## src/rtl/altrom_cpu_master.sv

```systemverilog
// altrom_cpu_master: CPU-side initiator for the 24 KB ALTROM CPU port (word window 0x00000-0x017FF).
// Latency: write ack T+2, read miss T+3, read hit / address error T+1 (T = accept cycle).
// Backpressure: req_ready is high only in IDLE; the response channel has none (one-cycle rsp_valid pulse).
//
// Ports:
//   baseck, cpuresetb                     clock (rising edge), async active-low reset
//   req_valid/req_ready/req_wr/req_addr/req_wdata   core request channel
//   rsp_valid/rsp_data/rsp_err            response pulse; data and err held until the next response
//   pf_flush                              invalidate the prefetch buffer
//   cpu_ad/cpu_di/cpu_en/cpu_wr/cpu_do    ALTROM CPU port; cpu_do is valid the cycle after cpu_en
//
// Optional feature: define ALTROM_PREFETCH_EN to build the one-word sequential prefetch buffer.

module altrom_cpu_master (
  input  logic        baseck,
  input  logic        cpuresetb,
  input  logic        req_valid,
  output logic        req_ready,
  input  logic        req_wr,
  input  logic [17:0] req_addr,
  input  logic [31:0] req_wdata,
  output logic        rsp_valid,
  output logic [31:0] rsp_data,
  output logic        rsp_err,
  input  logic        pf_flush,
  output logic [17:0] cpu_ad,
  output logic [31:0] cpu_di,
  output logic        cpu_en,
  output logic        cpu_wr,
  input  logic [31:0] cpu_do
);

  typedef enum logic [2:0] {
    ST_IDLE   = 3'd0,
    ST_ACC    = 3'd1,
    ST_CAP    = 3'd2
`ifdef ALTROM_PREFETCH_EN
    ,
    ST_PF_ACC = 3'd3,
    ST_PF_CAP = 3'd4
`endif
  } state_t;

  // 12 banks of 512 words: upper bits zero and bank index 0..11.
  function automatic logic in_window(input logic [17:0] a);
    return (a[17:13] == 5'd0) && (a[12:9] <= 4'd11);
  endfunction

  state_t      state_q, state_d;
  logic [17:0] cpu_ad_q, cpu_ad_d;
  logic [31:0] cpu_di_q, cpu_di_d;
  logic        cpu_en_q, cpu_en_d;
  logic        cpu_wr_q, cpu_wr_d;
  logic        rsp_valid_q, rsp_valid_d;
  logic [31:0] rsp_data_q, rsp_data_d;
  logic        rsp_err_q, rsp_err_d;
  logic        accept;

`ifdef ALTROM_PREFETCH_EN
  logic        pf_valid_q, pf_valid_d;
  logic [17:0] pf_tag_q, pf_tag_d;
  logic [31:0] pf_data_q, pf_data_d;
  logic [17:0] ad_inc;
  logic [17:0] tag_inc;
  logic        pf_hit;

  assign ad_inc  = cpu_ad_q + 18'd1;
  assign tag_inc = pf_tag_q + 18'd1;
  // A flush in the accept cycle suppresses the hit so stale data is never returned.
  assign pf_hit  = pf_valid_q && !pf_flush && (pf_tag_q == req_addr);
`else
  logic unused_pf_flush;
  assign unused_pf_flush = pf_flush;
`endif

  assign req_ready = (state_q == ST_IDLE);
  assign accept    = req_valid && req_ready;

  always_comb begin
    state_d     = state_q;
    cpu_ad_d    = cpu_ad_q;
    cpu_di_d    = cpu_di_q;
    cpu_wr_d    = cpu_wr_q;
    cpu_en_d    = 1'b0;
    rsp_valid_d = 1'b0;
    rsp_data_d  = rsp_data_q;
    rsp_err_d   = rsp_err_q;
`ifdef ALTROM_PREFETCH_EN
    pf_valid_d  = pf_valid_q;
    pf_tag_d    = pf_tag_q;
    pf_data_d   = pf_data_q;
`endif

    case (state_q)
      ST_IDLE: begin
        if (accept) begin
          if (!in_window(req_addr)) begin
            // Error: answer next cycle, ALTROM port untouched.
            rsp_valid_d = 1'b1;
            rsp_data_d  = 32'd0;
            rsp_err_d   = 1'b1;
          end else if (req_wr) begin
            state_d  = ST_ACC;
            cpu_en_d = 1'b1;
            cpu_ad_d = req_addr;
            cpu_di_d = req_wdata;
            cpu_wr_d = 1'b1;
`ifdef ALTROM_PREFETCH_EN
            // Keep the buffered word coherent with the write.
            if (pf_valid_q && (pf_tag_q == req_addr)) begin
              pf_data_d = req_wdata;
            end
`endif
          end
`ifdef ALTROM_PREFETCH_EN
          else if (pf_hit) begin
            rsp_valid_d = 1'b1;
            rsp_data_d  = pf_data_q;
            rsp_err_d   = 1'b0;
            // Run ahead one word so a sequential stream keeps hitting.
            if (in_window(tag_inc)) begin
              state_d  = ST_PF_ACC;
              cpu_en_d = 1'b1;
              cpu_ad_d = tag_inc;
              cpu_wr_d = 1'b0;
            end
          end
`endif
          else begin
            state_d  = ST_ACC;
            cpu_en_d = 1'b1;
            cpu_ad_d = req_addr;
            cpu_wr_d = 1'b0;
          end
        end
      end

      ST_ACC: begin
        if (cpu_wr_q) begin
          state_d     = ST_IDLE;
          rsp_valid_d = 1'b1;
          rsp_data_d  = 32'd0;
          rsp_err_d   = 1'b0;
        end else begin
          state_d = ST_CAP;
        end
      end

      ST_CAP: begin
        state_d     = ST_IDLE;
        rsp_valid_d = 1'b1;
        rsp_data_d  = cpu_do;
        rsp_err_d   = 1'b0;
`ifdef ALTROM_PREFETCH_EN
        if (in_window(ad_inc)) begin
          state_d  = ST_PF_ACC;
          cpu_en_d = 1'b1;
          cpu_ad_d = ad_inc;
        end
`endif
      end

`ifdef ALTROM_PREFETCH_EN
      ST_PF_ACC: begin
        state_d = ST_PF_CAP;
      end

      ST_PF_CAP: begin
        // cpu_ad still holds the prefetched address and serves as the tag.
        state_d    = ST_IDLE;
        pf_valid_d = 1'b1;
        pf_tag_d   = cpu_ad_q;
        pf_data_d  = cpu_do;
      end
`endif

      default: begin
        state_d = ST_IDLE;
      end
    endcase

`ifdef ALTROM_PREFETCH_EN
    // Applied last so a flush coinciding with the fill wins.
    if (pf_flush) begin
      pf_valid_d = 1'b0;
    end
`endif
  end

  always_ff @(posedge baseck or negedge cpuresetb) begin
    if (!cpuresetb) begin
      state_q     <= ST_IDLE;
      cpu_ad_q    <= 18'd0;
      cpu_di_q    <= 32'd0;
      cpu_en_q    <= 1'b0;
      cpu_wr_q    <= 1'b0;
      rsp_valid_q <= 1'b0;
      rsp_data_q  <= 32'd0;
      rsp_err_q   <= 1'b0;
    end else begin
      state_q     <= state_d;
      cpu_ad_q    <= cpu_ad_d;
      cpu_di_q    <= cpu_di_d;
      cpu_en_q    <= cpu_en_d;
      cpu_wr_q    <= cpu_wr_d;
      rsp_valid_q <= rsp_valid_d;
      rsp_data_q  <= rsp_data_d;
      rsp_err_q   <= rsp_err_d;
    end
  end

`ifdef ALTROM_PREFETCH_EN
  always_ff @(posedge baseck or negedge cpuresetb) begin
    if (!cpuresetb) begin
      pf_valid_q <= 1'b0;
      pf_tag_q   <= 18'd0;
      pf_data_q  <= 32'd0;
    end else begin
      pf_valid_q <= pf_valid_d;
      pf_tag_q   <= pf_tag_d;
      pf_data_q  <= pf_data_d;
    end
  end
`endif

  assign cpu_ad    = cpu_ad_q;
  assign cpu_di    = cpu_di_q;
  assign cpu_en    = cpu_en_q;
  assign cpu_wr    = cpu_wr_q;
  assign rsp_valid = rsp_valid_q;
  assign rsp_data  = rsp_data_q;
  assign rsp_err   = rsp_err_q;

endmodule
```

## config.mk

```make
export PLATFORM = sky130hd
export DESIGN_NAME = altrom_cpu_master
export DESIGN_NICKNAME = d
export VERILOG_FILES = /design/src/rtl/altrom_cpu_master.sv
export SDC_FILE = /design/constraint.sdc
export NUM_CORES = 1
export LEC_CHECK = 0
export CORE_ASPECT_RATIO = 1.25
export CORE_MARGIN = 2
export CORE_UTILIZATION = 35
export DETAILED_ROUTE_END_ITERATION = 10
export HOLD_SLACK_MARGIN = 0.12
export PLACE_DENSITY = 0.8
export REMOVE_ABC_BUFFERS = 1
export SYNTH_ARGS = -nofsm -noshare
export SYNTH_HDL_FRONTEND = slang
export SYNTH_SLANG_ARGS = --single-unit
export TNS_END_PERCENT = 1
```

## constraint.sdc

```tcl
create_clock -name baseck -period 2.56 [get_ports baseck]
set_input_delay 0.512 -clock baseck [delete_from_list [all_inputs] [get_ports baseck]]
set_output_delay 0.512 -clock baseck [all_outputs]
set_load 0.02 [all_outputs]
```

==> implementation parameters <==
Parameter                              Value

Outcome
  Run status ... finished clean

Place
  Total placed cells including tap cells ... 572
  Worst setup slack after placement ... -18.45 ps
  Post-detailed-placement half-perimeter wirelength ... 6.320 mm
  Port Buffers ... 172
  Global placer's final weighted congestion ... 0.7479

Clock tree
  TritonCTS clock tree ... yes
  Clock tree buffer depth ... 2
  Clock-pin slew of the registers on the worst-case setup and hold paths ... 60 ps
  Number of buffers created by CTS ... 9
  Total clock sinks ... 88
  Hold-fix buffers at CTS ... 0
  H-tree depth reported by CTS ... 3
  Skew-Pair Late Insertion Delay ... 330 ps
  Cell at the root of the clock tree ... clkbuf_16
  CTS resizes ... 0
  Number of buffers inserted to repair setup after CTS ... 0

Route
  DRC violations left ... 0
  Iter 0 DRT Violations ... 64
  Routed metal-1 wire length ... 3.356 mm
  Total detailed-routing wirelength ... 8.496 mm
  Amount of wire on met3 after detailed routing ... 685 um
  Vias after detailed routing ... 2577
  Total iterations of the first detailed-routing run ... 4
  Remaining number of nets flagged by the antenna check after routing ... 0
  Detail Route met2 WL ... 4.335 mm
  Mean number of vias per cell ... 4.383
  Post-detailed-route wirelength per cell ... 14.45 um
  Highest metal used ... met4

Synth
  Number of enable flip-flop cells after synthesis ... 0
  Fraction of synthesis flops using an asynchronous set or reset pin ... 100.0%
  Yosys Warn Count ... 0
  Mapped Area ... 3680 um2
  Sequential area share after synthesis ... 59.84%
  Number of distinct library cell variants in the gate-level netlist after synthesis ... 22
  Avg Cell Area, Syn ... 13.33 um2
  Seq cells post-synth ... 88
  Most instantiated flip-flop cell in the synthesis netlist ... dfrtp_1
  Post-synthesis instance total ... 276

Layout
  Final net count ... 545
  # fillers ... 814
  Antenna fix cells ... 0
  Cell Count, Final, Fillers Out ... 588
  Area growth from synthesis to final layout ... 60.08%
  Share of layout cells above drive strength 1 ... 16.12%

Power and ir drop
  Max rail drop VDD ... 377.1 uV
  Pwr Density ... 824.7 nW/um2
  Leakage power total ... 0.002748 uW

STA
  Final period utilization ... 87.23%
  Slew @ Worst Pin ... 559.6 ps
  Final hold vios ... 0
  Setup TNS ... 0 ps
  Post-Route Skew ... 6.316 ps
  Setup violators final ... 0
  Clock period minus worst slack ... 2233 ps
  Worst setup margin ... 326.8 ps
  Max-slew violation count ... 0
  Top achievable clock speed ... 447.8 MHz
  Slew HR ... 62.69%
  RSZ-0062 raised after global routing ... false

Critical path
  CP endpoint ... req_ready
  Destination of the worst register-to-register timing path ... cpu_di[20]
  Type of the worst setup path ... reg2out
  Kind of end point of the critical path ... primary output
  Startpoint class of the critical path ... register
  First element of the critical path ... state_q[0]
  Reg2reg start ... state_q[0]
  Worst Reg-to-Reg Cells ... 6
  Arrival time at the worst endpoint ... 1720 ps
  Setup slack, reg-to-reg ... 530 ps
  Top fanout value on the critical path ... 5
  Required time at the endpoint of the critical path ... 2050 ps

Global routing
  Number of antenna violations at the first check in global routing ... 0
  Global router's overall resource usage ... 15.47%
  Global-route wire length before repair ... 13.74 mm
  Grt total ovfl ... 0
  Pin count of the biggest net entering global routing ... 46
  Via count of the first global-routing pass ... 2861

Floorplanning
  IO Count ... 174
  Die outline area ... 11360 um2
  Core area ... 10160 um2
  Height of the die ... 118.6 um
  Num rows ... 41
  Horiz. Die Dim ... 95.71 um
  Effective utilization at floorplan ... 36.23%

Job
  Count of maximum capacitance violations ... 0

Worst hold path
  HP Class ... in2async
## cell usage in the layout, fill, tap and decap left out, types with 3 or more instances in the layout
cell             synthesis  final
mux2_4                  29     29
clkbuf_16                0      9
mux2_2                  16     16
clkinv_4                 0      3
mux2i_1                 33     33
dfrtp_1                 88     88
inv_1                   38     38
buf_4                    0      6
clkdlybuf4s50_1          0    171
and2_1                   5      5
ha_1                     4      4
nand2_1                 36     36
buf_12                   0      3
## flip-flops by register name, summed over array words and instances, names as in the netlist
name / count
cpu_di: 32
rsp_data: 32
cpu_ad: 18
state_q: 2
cpu_en: 1
cpu_wr: 1
rsp_err: 1
rsp_valid: 1
## metrics by stage
step                      hold WS, ps  util (%)  power, uW  instance area (um2)
after floorplan                 216.4         -       2740                 3597
after global placement          470.5     54.96       3543                 5583
after detailed placement        477.6     54.96       3588                 5583
after CTS                       180.8     57.99       4934                 5891
after global routing            205.6     57.99       5120                 5891
final                           170.2     57.99       4858                 5891
## power breakdown
group	internal [uW]	total [uW]	switching, uW	leakage, uW
registers	1640	1780	140	0.00119
logic	924	1760	837	0.00141
clock network	786	1310	528	0.000149
total	3350	4860	1510	0.00275
## cells in the mapped netlist, types with 3 or more instances
| cell | n | area, um2 |
|---|---|---|
| inv_1 | 38 | 142.6 |
| mux2_4 | 29 | 435.4 |
| mux2_2 | 16 | 180.2 |
| nand2_1 | 36 | 135.1 |
| dfrtp_1 | 88 | 2202 |
| mux2i_1 | 33 | 330.3 |
| buf_2 | 3 | 15.01 |
| ha_1 | 4 | 50.05 |
| and2_1 | 5 | 31.28 |
| clkbuf_1 | 5 | 18.77 |
| buf_6 | 4 | 45.04 |
## kinds of logic (layout without fill, tap and decap cells)
logic type,Yosys count,after routing,share of synthesized area (%)
buffers and inverters,51,234,6.120
flip-flops,88,88,59.84
adder cells (fa/ha/maj),4,4,1.360
AO/OA/AOI/OAI,7,7,1.360
multiplexers,78,78,25.71
AND/OR/NAND/NOR,48,48,5.610
## routing by layer
metal	up-vias	global-route usage, %
met2	113	26.05
li1	1244	-
met3	12	4.780
met5	-	0
met1	1208	17.67
met4	0	6.875
## worst max-delay path, stage by stage, from the launching register on
cell             delay [ps]
dfrtp_1                 390
inv_1                   120
ha_1                    240
clkdlybuf4s50_1         640
## how the worst min path moves through the flow
stage	to	from	depth (start not counted)
global placement	cpu_ad[15]	cpu_ad[15]	1
detailed placement	cpu_ad[15]	cpu_ad[15]	1
CTS	rsp_data[7]	cpuresetb	1
global route	rsp_data[23]	cpuresetb	1
floorplan	cpu_ad[0]	cpuresetb	0
finish	rsp_data[23]	cpuresetb	1
## area by class of cell
type | instances | area, um2 | area share, %
Tap cell | 129 | 161.4 | 2.740
Sequential cell | 88 | 2202 | 37.38
Inverter | 38 | 142.6 | 2.421
Clock buffer | 10 | 239.0 | 4.057
Clock inverter | 6 | 68.82 | 1.168
Timing Repair Buffer | 180 | 1817 | 30.84
Multi-Input combinational cell | 137 | 1260 | 21.39
Power figures use the tool's default switching activity.
